File: config.mk
export PLATFORM = sky130hd
export DESIGN_NAME = pal_sync_generator_flat
export DESIGN_NICKNAME = d
export VERILOG_FILES = /design/src/rtl/video_timing_pkg.sv /design/src/rtl/pal_sync_generator_if.sv /design/src/rtl/dot_clock_enable.sv /design/src/rtl/pal_sync_generator.sv /design/src/flat_wrapper.sv
export SDC_FILE = /design/constraint.sdc
export NUM_CORES = 1
export LEC_CHECK = 0
export ABC_AREA = 1
export CAP_MARGIN = 40
export CORE_MARGIN = 1
export CORE_UTILIZATION = 45
export CTS_BUF_LIST = sky130_fd_sc_hd__clkbuf_8
export DETAILED_ROUTE_END_ITERATION = 16
export MAX_ROUTING_LAYER = met4
export PLACE_DENSITY = 0.68
export SYNTH_ARGS = -nofsm -noshare
export SYNTH_HDL_FRONTEND = slang
export SYNTH_SLANG_ARGS = --single-unit
File: constraint.sdc
create_clock -name clk -period 3.7 [get_ports clk]
set_clock_uncertainty 0.1 [all_clocks]
set_input_delay 0.37 -clock clk [delete_from_list [all_inputs] [get_ports clk]]
set_output_delay 0.37 -clock clk [all_outputs]
set_load 0.05 [all_outputs]
File: src/rtl/video_timing_pkg.sv
// Shared PAL 625-line timing constants used by the sync generator and the active frame tracker.
package video_timing_pkg;

  localparam int unsigned CLK_DIV    = 6;
  localparam int unsigned H_TOTAL    = 864;
  localparam int unsigned LINES_ODD  = 313;
  localparam int unsigned LINES_EVEN = 312;

  localparam int unsigned ACTIVE_H_START     = 72;
  localparam int unsigned ACTIVE_V_START     = 23;
  localparam int unsigned ACTIVE_WIDTH       = 720;
  localparam int unsigned ACTIVE_FIELD_LINES = 288;

  localparam int unsigned DIV_W = 3;
  localparam int unsigned H_W   = 10;
  localparam int unsigned V_W   = 9;

  // Index of the last line of a field, sized to the line counter.
  function automatic logic [V_W-1:0] field_last_line(input logic odd,
                                                     input int unsigned lines_odd,
                                                     input int unsigned lines_even);
    field_last_line = odd ? V_W'(lines_odd - 1) : V_W'(lines_even - 1);
  endfunction

endpackage

File: src/rtl/pal_sync_generator_if.sv
// Timing strobe bundle between the PAL sync generator and its consumers.
interface pal_sync_generator_if;
  import video_timing_pkg::*;

  logic           run;
  logic           dot_ce;
  logic           hsync;
  logic           vsync;
  logic           isFieldOdd;
  logic [H_W-1:0] h_count;
  logic [V_W-1:0] v_count;

  modport master (
    input  run,
    output dot_ce, hsync, vsync, isFieldOdd, h_count, v_count
  );

  modport slave (
    output run,
    input  dot_ce, hsync, vsync, isFieldOdd, h_count, v_count
  );
endinterface

File: src/rtl/dot_clock_enable.sv
// Dot-clock divider: div_cnt counts 0..CLK_DIV-1 and a registered dot_ce marks div_cnt == 0.
module dot_clock_enable
  import video_timing_pkg::DIV_W;
#(
  parameter int unsigned CLK_DIV = video_timing_pkg::CLK_DIV
) (
  input  logic             clk,
  input  logic             nReset,
  input  logic             run,
  output logic [DIV_W-1:0] div_cnt_next,
  output logic             dot_step,
  output logic             dot_ce
);

  localparam logic [DIV_W-1:0] DIV_LAST = DIV_W'(CLK_DIV - 1);

  logic [DIV_W-1:0] div_cnt_q, div_cnt_d;
  logic             run_q, run_d;
  logic             dot_ce_q, dot_ce_d;
  logic             step;

  // The first edge with run sampled high keeps the counter at origin so the
  // origin strobes are emitted on that edge; counting starts on the next one.
  always_comb begin
    div_cnt_d = '0;
    step      = 1'b0;
    run_d     = run;
    if (run && run_q) begin
      if (div_cnt_q >= DIV_LAST) begin
        div_cnt_d = '0;
        step      = 1'b1;
      end else begin
        div_cnt_d = div_cnt_q + 1'b1;
      end
    end
    dot_ce_d = run && (div_cnt_d == '0);
  end

  always_ff @(posedge clk or negedge nReset) begin
    if (!nReset) begin
      div_cnt_q <= '0;
      run_q     <= 1'b0;
      dot_ce_q  <= 1'b0;
    end else begin
      div_cnt_q <= div_cnt_d;
      run_q     <= run_d;
      dot_ce_q  <= dot_ce_d;
    end
  end

  assign div_cnt_next = div_cnt_d;
  assign dot_step     = step;
  assign dot_ce       = dot_ce_q;

endmodule

File: src/rtl/pal_sync_generator.sv
// PAL interlaced sync generator: dot/line/field counters with single-cycle hsync, vsync and dot_ce strobes.
module pal_sync_generator #(
  parameter int unsigned CLK_DIV    = video_timing_pkg::CLK_DIV,
  parameter int unsigned H_TOTAL    = video_timing_pkg::H_TOTAL,
  parameter int unsigned LINES_ODD  = video_timing_pkg::LINES_ODD,
  parameter int unsigned LINES_EVEN = video_timing_pkg::LINES_EVEN
) (
  input  logic                  clk,
  input  logic                  nReset,
  pal_sync_generator_if.master  sync
);
  import video_timing_pkg::*;

  localparam logic [H_W-1:0] H_LAST = H_W'(H_TOTAL - 1);

  logic [DIV_W-1:0] div_cnt_next;
  logic             dot_step;
  logic             dot_ce;

  logic [H_W-1:0] h_q, h_d;
  logic [V_W-1:0] v_q, v_d;
  logic [V_W-1:0] v_last;
  logic           odd_q, odd_d;
  logic           hsync_q, hsync_d;
  logic           vsync_q, vsync_d;

  dot_clock_enable #(
    .CLK_DIV (CLK_DIV)
  ) u_dot_clock_enable (
    .clk          (clk),
    .nReset       (nReset),
    .run          (sync.run),
    .div_cnt_next (div_cnt_next),
    .dot_step     (dot_step),
    .dot_ce       (dot_ce)
  );

  always_comb begin
    h_d    = h_q;
    v_d    = v_q;
    odd_d  = odd_q;
    v_last = field_last_line(odd_q, LINES_ODD, LINES_EVEN);
    if (!sync.run) begin
      h_d   = '0;
      v_d   = '0;
      odd_d = 1'b1;
    end else if (dot_step) begin
      if (h_q >= H_LAST) begin
        h_d = '0;
        if (v_q >= v_last) begin
          v_d   = '0;
          odd_d = ~odd_q;
        end else begin
          v_d = v_q + 1'b1;
        end
      end else begin
        h_d = h_q + 1'b1;
      end
    end
    // Strobes decode the post-edge counter state so each register lines up
    // with the counter value it describes; vsync lands one dot-phase later.
    hsync_d = sync.run && (div_cnt_next == '0) && (h_d == '0);
    vsync_d = sync.run && (div_cnt_next == DIV_W'(1)) && (h_d == '0) && (v_d == '0);
  end

  always_ff @(posedge clk or negedge nReset) begin
    if (!nReset) begin
      h_q     <= '0;
      v_q     <= '0;
      odd_q   <= 1'b1;
      hsync_q <= 1'b0;
      vsync_q <= 1'b0;
    end else begin
      h_q     <= h_d;
      v_q     <= v_d;
      odd_q   <= odd_d;
      hsync_q <= hsync_d;
      vsync_q <= vsync_d;
    end
  end

  assign sync.dot_ce     = dot_ce;
  assign sync.hsync      = hsync_q;
  assign sync.vsync      = vsync_q;
  assign sync.isFieldOdd = odd_q;
  assign sync.h_count    = h_q;
  assign sync.v_count    = v_q;

endmodule

File: src/flat_wrapper.sv
// flat-port wrapper written by rule: the top's interface ports become plain ports
module pal_sync_generator_flat import video_timing_pkg::*;
#(
  parameter int unsigned CLK_DIV    = video_timing_pkg::CLK_DIV,
  parameter int unsigned H_TOTAL    = video_timing_pkg::H_TOTAL,
  parameter int unsigned LINES_ODD  = video_timing_pkg::LINES_ODD,
  parameter int unsigned LINES_EVEN = video_timing_pkg::LINES_EVEN
)
  (clk, nReset, sync_run, sync_dot_ce, sync_hsync, sync_vsync, sync_isFieldOdd, sync_h_count, sync_v_count);
  pal_sync_generator_if sync_i ();
  input  logic clk;
  input  logic nReset;
  input wire logic [$bits(sync_i.run)-1:0] sync_run;
  output wire logic [$bits(sync_i.dot_ce)-1:0] sync_dot_ce;
  output wire logic [$bits(sync_i.hsync)-1:0] sync_hsync;
  output wire logic [$bits(sync_i.vsync)-1:0] sync_vsync;
  output wire logic [$bits(sync_i.isFieldOdd)-1:0] sync_isFieldOdd;
  output wire logic [$bits(sync_i.h_count)-1:0] sync_h_count;
  output wire logic [$bits(sync_i.v_count)-1:0] sync_v_count;
  assign sync_i.run = sync_run;
  assign sync_dot_ce = sync_i.dot_ce;
  assign sync_hsync = sync_i.hsync;
  assign sync_vsync = sync_i.vsync;
  assign sync_isFieldOdd = sync_i.isFieldOdd;
  assign sync_h_count = sync_i.h_count;
  assign sync_v_count = sync_i.v_count;
  pal_sync_generator #(.CLK_DIV(CLK_DIV), .H_TOTAL(H_TOTAL), .LINES_ODD(LINES_ODD), .LINES_EVEN(LINES_EVEN)) u_core (.clk(clk), .nReset(nReset), .sync(sync_i));
endmodule
# Word-level counts from Yosys, hierarchy flattened
# Index checks and enable logic that the tools add are counted.
# classes
n_bitwise,1
n_addsub,3
muxes,16
magnitude_cmp,3
n_reduce_logical,10
n_eq_ne,4
# op_table
cell,count
9-bit 2-to-1 mux,4
10-bit 2-to-1 mux,3
10-bit by 1-bit adder with 10-bit output (second input constant),1
10-bit greater-or-equal comparator (second input constant),1
10-bit logical NOT,1
9-bit by 1-bit adder with 9-bit output (second input constant),1
9-bit greater-or-equal comparator,1
9-bit logical NOT,1
1-bit logical AND,6
1-bit 2-to-1 mux,6
3-bit 2-to-1 mux,2
2-bit by 1-bit inequality test with 1-bit output (second input constant),3
4-bit 2-to-1 mux,1
3-bit by 1-bit adder with 3-bit output (second input constant),1
3-bit by 1-bit == test with 1-bit output (second input constant),1
3-bit greater-or-equal comparator (second input constant),1
3-bit logical NOT,1
3-bit AND reduction,1
1-bit inverter,1
# word_totals
register_bits,27
elab_cells,45
inputBits,3

# Depth between registers and ports, before layout
# logic_depth
ltp_word,8
depth_mapped,16
mapped_depth_nobuf,16

# Cells and area by module
# From an unflattened synthesis, not the netlist that was laid out.
# hier_totals
cells_unflattened,246
area_unflattened_um2,1804.2
# modules_own_cells
module,area_per_inst_um2,instances,cells_each
pal_sync_generator,1561.5,1,215
dot_clock_enable,242.7,1,31

# Least setup slack after synthesis
# No wires, ideal clock.
# synth_path
path_kind,register -> register
startpoint,"reg u_core.odd_q, in the netlist u_core.sync.isFieldOdd"
endpoint,"reg u_core.vsync_q, in the netlist u_core.sync.vsync"
setup_slack_ns,1.562
n_path_buf,0
required_time_ns,3.529
arrival_time_ns,1.967
period_less_slack_ns,2.138
stages_incl_launch_ff,14
path_cell_list,dfstp_2 > inv_1 > ha_1 > nand2_1 > nor2_1 > nand2_1 > nand2_1 > nand2_1 > nand3_1 > nand2_2 > nand2_1 > o21bai_1 > nand3_1 > nor2_1
# synth_between
elab_chain_len,8
# synth_lines
item,line_no,text
start: declaration,pal_sync_generator.sv:23,"logic odd_q, odd_d;"
start signal: assignment,pal_sync_generator.sv:70,odd_q <= 1'b1;
start signal: assignment,pal_sync_generator.sv:76,odd_q <= odd_d;
4-bit 2-to-1 mux,video_timing_pkg.sv:22,field_last_line = odd ? V_W'(lines_odd - 1) : V_W'(lines_even - 1);
9-bit greater-or-equal comparator,pal_sync_generator.sv:50,if (v_q >= v_last) begin
9-bit 2-to-1 mux,pal_sync_generator.sv:50,
9-bit 2-to-1 mux,pal_sync_generator.sv:48,if (h_q >= H_LAST) begin
9-bit 2-to-1 mux,pal_sync_generator.sv:47,end else if (dot_step) begin
9-bit 2-to-1 mux,pal_sync_generator.sv:43,if (!sync.run) begin
9-bit logical NOT,pal_sync_generator.sv:63,vsync_d = sync.run && (div_cnt_next == DIV_W'(1)) && (h_d == '0) && (v_d == '0);
1-bit logical AND,pal_sync_generator.sv:63,
named net u_core.vsync_d,pal_sync_generator.sv:25,"logic vsync_q, vsync_d;"
end signal: assignment,pal_sync_generator.sv:78,vsync_q <= vsync_d;
end: declaration,pal_sync_generator.sv:25,
# The timed path passes the listed nets, and every way through them passes these cells.
# A chain may end at the register's enable or synchronous reset.

# Worst setup path in the final report
# layout_path
startpoint,in sync_run
endpoint,"reg u_core.vsync_q, in the netlist u_core.sync.vsync"
# layout_between
elab_chain_len,7
word_cells_on_any_way,13
# layout_lines
item,line_no,text
start: declaration,flat_wrapper.sv:13,input wire logic [$bits(sync_i.run)-1:0] sync_run;
1-bit logical AND,dot_clock_enable.sv:28,if (run && run_q) begin
1-bit 2-to-1 mux,dot_clock_enable.sv:28,
10-bit 2-to-1 mux,pal_sync_generator.sv:47,
10-bit 2-to-1 mux,pal_sync_generator.sv:43,
10-bit logical NOT,pal_sync_generator.sv:63,
1-bit logical AND,pal_sync_generator.sv:63,
1-bit logical AND *,pal_sync_generator.sv:63,
named net u_core.vsync_d,pal_sync_generator.sv:25,
# Mark *: on every way through the listed nets, which the timed path passes. The rest lies on a longest branch.

==> impl_metrics.toml <==
[worst_setup_path]
cpLargestDelayFamily = "buffers and inverters"
path_max_fanout = 13
arrival_ns = 2.60
cp_data_required_time_ns = 3.80
critPathCaptureType = "register"
crit_slowest_cell = "clkdlybuf4s50_1"
crit_buf_inv = 4
crit_type = "in -> reg"
critPathLaunchType = "primary input"
cpPeakStageDelay_ns = 0.74
path_cells = "clkdlybuf4s50_1 -> nand2_4 -> inv_2 -> nand2_2 -> inv_1 -> nand3_1 -> nand2_1 -> inv_1 -> o21ai_1 -> nand3_1 -> nor2_1 -> nand2_1 -> nor2_1"

[routing]
drc = 0
drtAntennaViolNets = 0
totalWireLength_um = 3890
detail_route.iter0.violations = 118
routedWlPerCell_um = 11.5
num_vias = 1651
via_per_inst = 4.88
firstDrtPassIters = 4

[cts]
cts.sinks = 27
cts_buffer_depth = 2
ctsHtreeMaxLevel = 1
postCtsSetupBuffers = 0
post_cts_resized = 0
postCtsHoldBufs = 0
numCtsBuffers = 3
insertion_delay_ns = 0.27
cts_root_buffer = "clkbuf_8"
cts_tree = "built"
clk_pin_slew_worst_paths_ns = 0.10

[global_route]
grt_max_degree = 28
grt_first_pass_wirelength_um = 6690
grtUsageMet2 = 0.323
overflow = 0
antenna_found_initial = 0
grt_use_met3 = 0.0293
grtUsageTotal = 0.206
grt.met1_usage = 0.270
grt_pass1_vias = 1495
busiest_layer = "met2"

[place]
post-dp-hpwl_um = 3000
pre_cts_slack_ns = 0.937
dpl_cell_area_um2 = 2100
place_congestion = 0.875
portBuffers = 25

[yosys]
synth_seq_area_share = 0.370
synth_top_area_cell = "dfrtp_1"
synthSimpleGateAreaFrac = 0.361
synthCells = 264
yosys_warnings = 0
syn_nets = 275
yosys.area_share.adder = 0.0546
synthesis.area_um2 = 1830
ys_types = 27
synth_xor_area_frac = 0.00956
synth-seq-cells = 27
syn_area_per_cell_um2 = 6.94
synth_top_family_by_area = "simple AND/OR/NAND/NOR gates"
synth-compound-area-share = 0.0724
synth.area.top_cells = "dfrtp_1 36%, nand2_1 16%, inv_1 10%, nand3_1 7.1%, ha_1 5.5%"
synth_mux_area_frac = 0
yosysTopAreaCellShare = 0.355

[timing]
finalSetupTns_ns = 0
drv_slew = 0
tightestPinTransition_ns = 0.523
rsz0062_at_grt = "no"
fin_crit_sh = 0.674
maxSlewHeadroom = 0.648
timing.final.ws_setup_ns = 1.21
period_minus_slack_ns = 2.49
holdWs_ns = 0.363
setup_violations = 0
fmax_mhz = 401
finalHoldViolCount = 0

[die]
ioPinCount = 26
dieArea_um2 = 4330
initial_core_util = 0.486
die_h_um = 65.8
fp.coreArea_um2 = 3770
rows = 22
dieWidth_um = 65.8

[final_layout]
post-route-cell-area_um2 = 2150
syn2layout_area_growth_pct = 17.4
nFillCells = 361
final_layout_size_suffix_gt1_frac = 0.0724
nets = 302
n_antenna_cell = 0
fin_util = 0.570

[min_path]
hold_path.class = "in -> async"

[pwr]
p_per_area_nw_per_um2 = 236
p_leak_uw = 0.00116
ir_drop_uv = 185

[run_status]
status = "finished clean"

[job]
drv_cap = 0
-- cells in the final DEF, fill, tap and decap left out, types with 4 or more instances in the layout --
| master | n |
|---|---|
| nor3_1 | 5 |
| nor2_1 | 24 |
| nand2_1 | 77 |
| clkdlybuf4s50_1 | 25 |
| dfrtp_1 | 26 |
| nand2_2 | 4 |
| nand3_1 | 26 |
| o21ai_0 | 6 |
| ha_1 | 8 |
| a21oi_1 | 9 |
| inv_1 | 50 |
-- metrics by stage --
stage	power, uW	cells
3_3_place_gp	347	334
2_1_floorplan	330	264
6_report	508	338
3_5_place_dp	347	334
5_1_grt	528	338
4_1_cts	517	338
-- cell families (layout without fill, tap and decap cells) --
kind of cell	count (synthesis)	in the layout
adder cells (fa/ha/maj)	8	8
AO/OA/AOI/OAI	22	22
buffers and inverters	57	83
AND/OR/NAND/NOR	148	148
XOR/XNOR	2	2
flip-flops	27	27
-- Yosys cell counts (all sizes together) --
cell,count
dfstp,1
xor2,1
xnor2,1
o21ai,9
nor3,5
nand4,3
nor3b,1
nand2,84
nor2,26
nand3b,1
inv,53
o21bai,3
nand3,27
ha,8
a21oi,10
buf,4
nor4,1
dfrtp,26
-- worst paths after layout --
kind | startpoint | to | slack (ns) | cells after the start
max | sync_run | u_core.sync.vsync$_DFF_PN0_ | 1.21 | 13
min | nReset | u_core.sync.h_count[4]$_DFF_PN0_ | 0.36 | 2
max reg2reg | u_core.u_dot_clock_enable.div_cnt_q[1]$_DFF_PN0_ | u_core.sync.vsync$_DFF_PN0_ | 1.45 | 14
min reg2reg | u_core.sync.isFieldOdd$_DFFE_PN1P_ | u_core.sync.isFieldOdd$_DFFE_PN1P_ | 0.49 | 1
max in group asynchronous | nReset | u_core.sync.isFieldOdd$_DFFE_PN1P_ | 2.84 | 2
min in group clk | u_core.sync.isFieldOdd$_DFFE_PN1P_ | u_core.sync.isFieldOdd$_DFFE_PN1P_ | 0.49 | 1
-- flip-flops by register name (all words and copies together), names as in the netlist --
name and flops:
u_core.sync.vsync 1, u_core.sync.hsync 1, u_core.u_dot_clock_enable.dot_ce 1, u_core.sync.isFieldOdd 1
u_core.u_dot_clock_enable.div_cnt_q 3, u_core.u_dot_clock_enable.run_q 1, u_core.sync.v_count 9, u_core.sync.h_count 10
-- layer usage --
metal	part of all wire	vias up	routed length, um
li1	-	868	-
met5	0	-	0
met2	0.46	31	1800
met4	0.021	0	82
met3	0.035	8	138
met1	0.48	744	1870
-- where the power goes --
part	internal, uW	switching [uW]	leakage, uW	total [uW]
combinational	11.8	27.6	0.000772	39.3
clock	75.4	91.9	0.0000255	167
sequential	299	2.27	0.000366	301
-- worst register-to-register path, delay by kind of cell (launching register included) --
| kind | cells | cell delay [ns] |
|---|---|---|
| and+or+nand+nor | 9 | 0.96 |
| buffers and inverters | 3 | 0.46 |
| DFF | 1 | 0.40 |
| AOI/OAI and AO/OA | 1 | 0.14 |
| adders and majority gates | 1 | 0.13 |
-- final cells by class --
| type | instances | area (um2) | area share |
|---|---|---|---|
| Clock inverter | 1 | 5.00 | 0.00233 |
| Inverter | 53 | 199 | 0.0925 |
| Tap cell | 48 | 60.1 | 0.0279 |
| Timing Repair Buffer | 26 | 258 | 0.120 |
| Clock buffer | 3 | 41.3 | 0.0192 |
| Sequential cell | 27 | 677 | 0.315 |
| Multi-Input combinational cell | 180 | 911 | 0.424 |
Power figures use the tool's default switching activity.
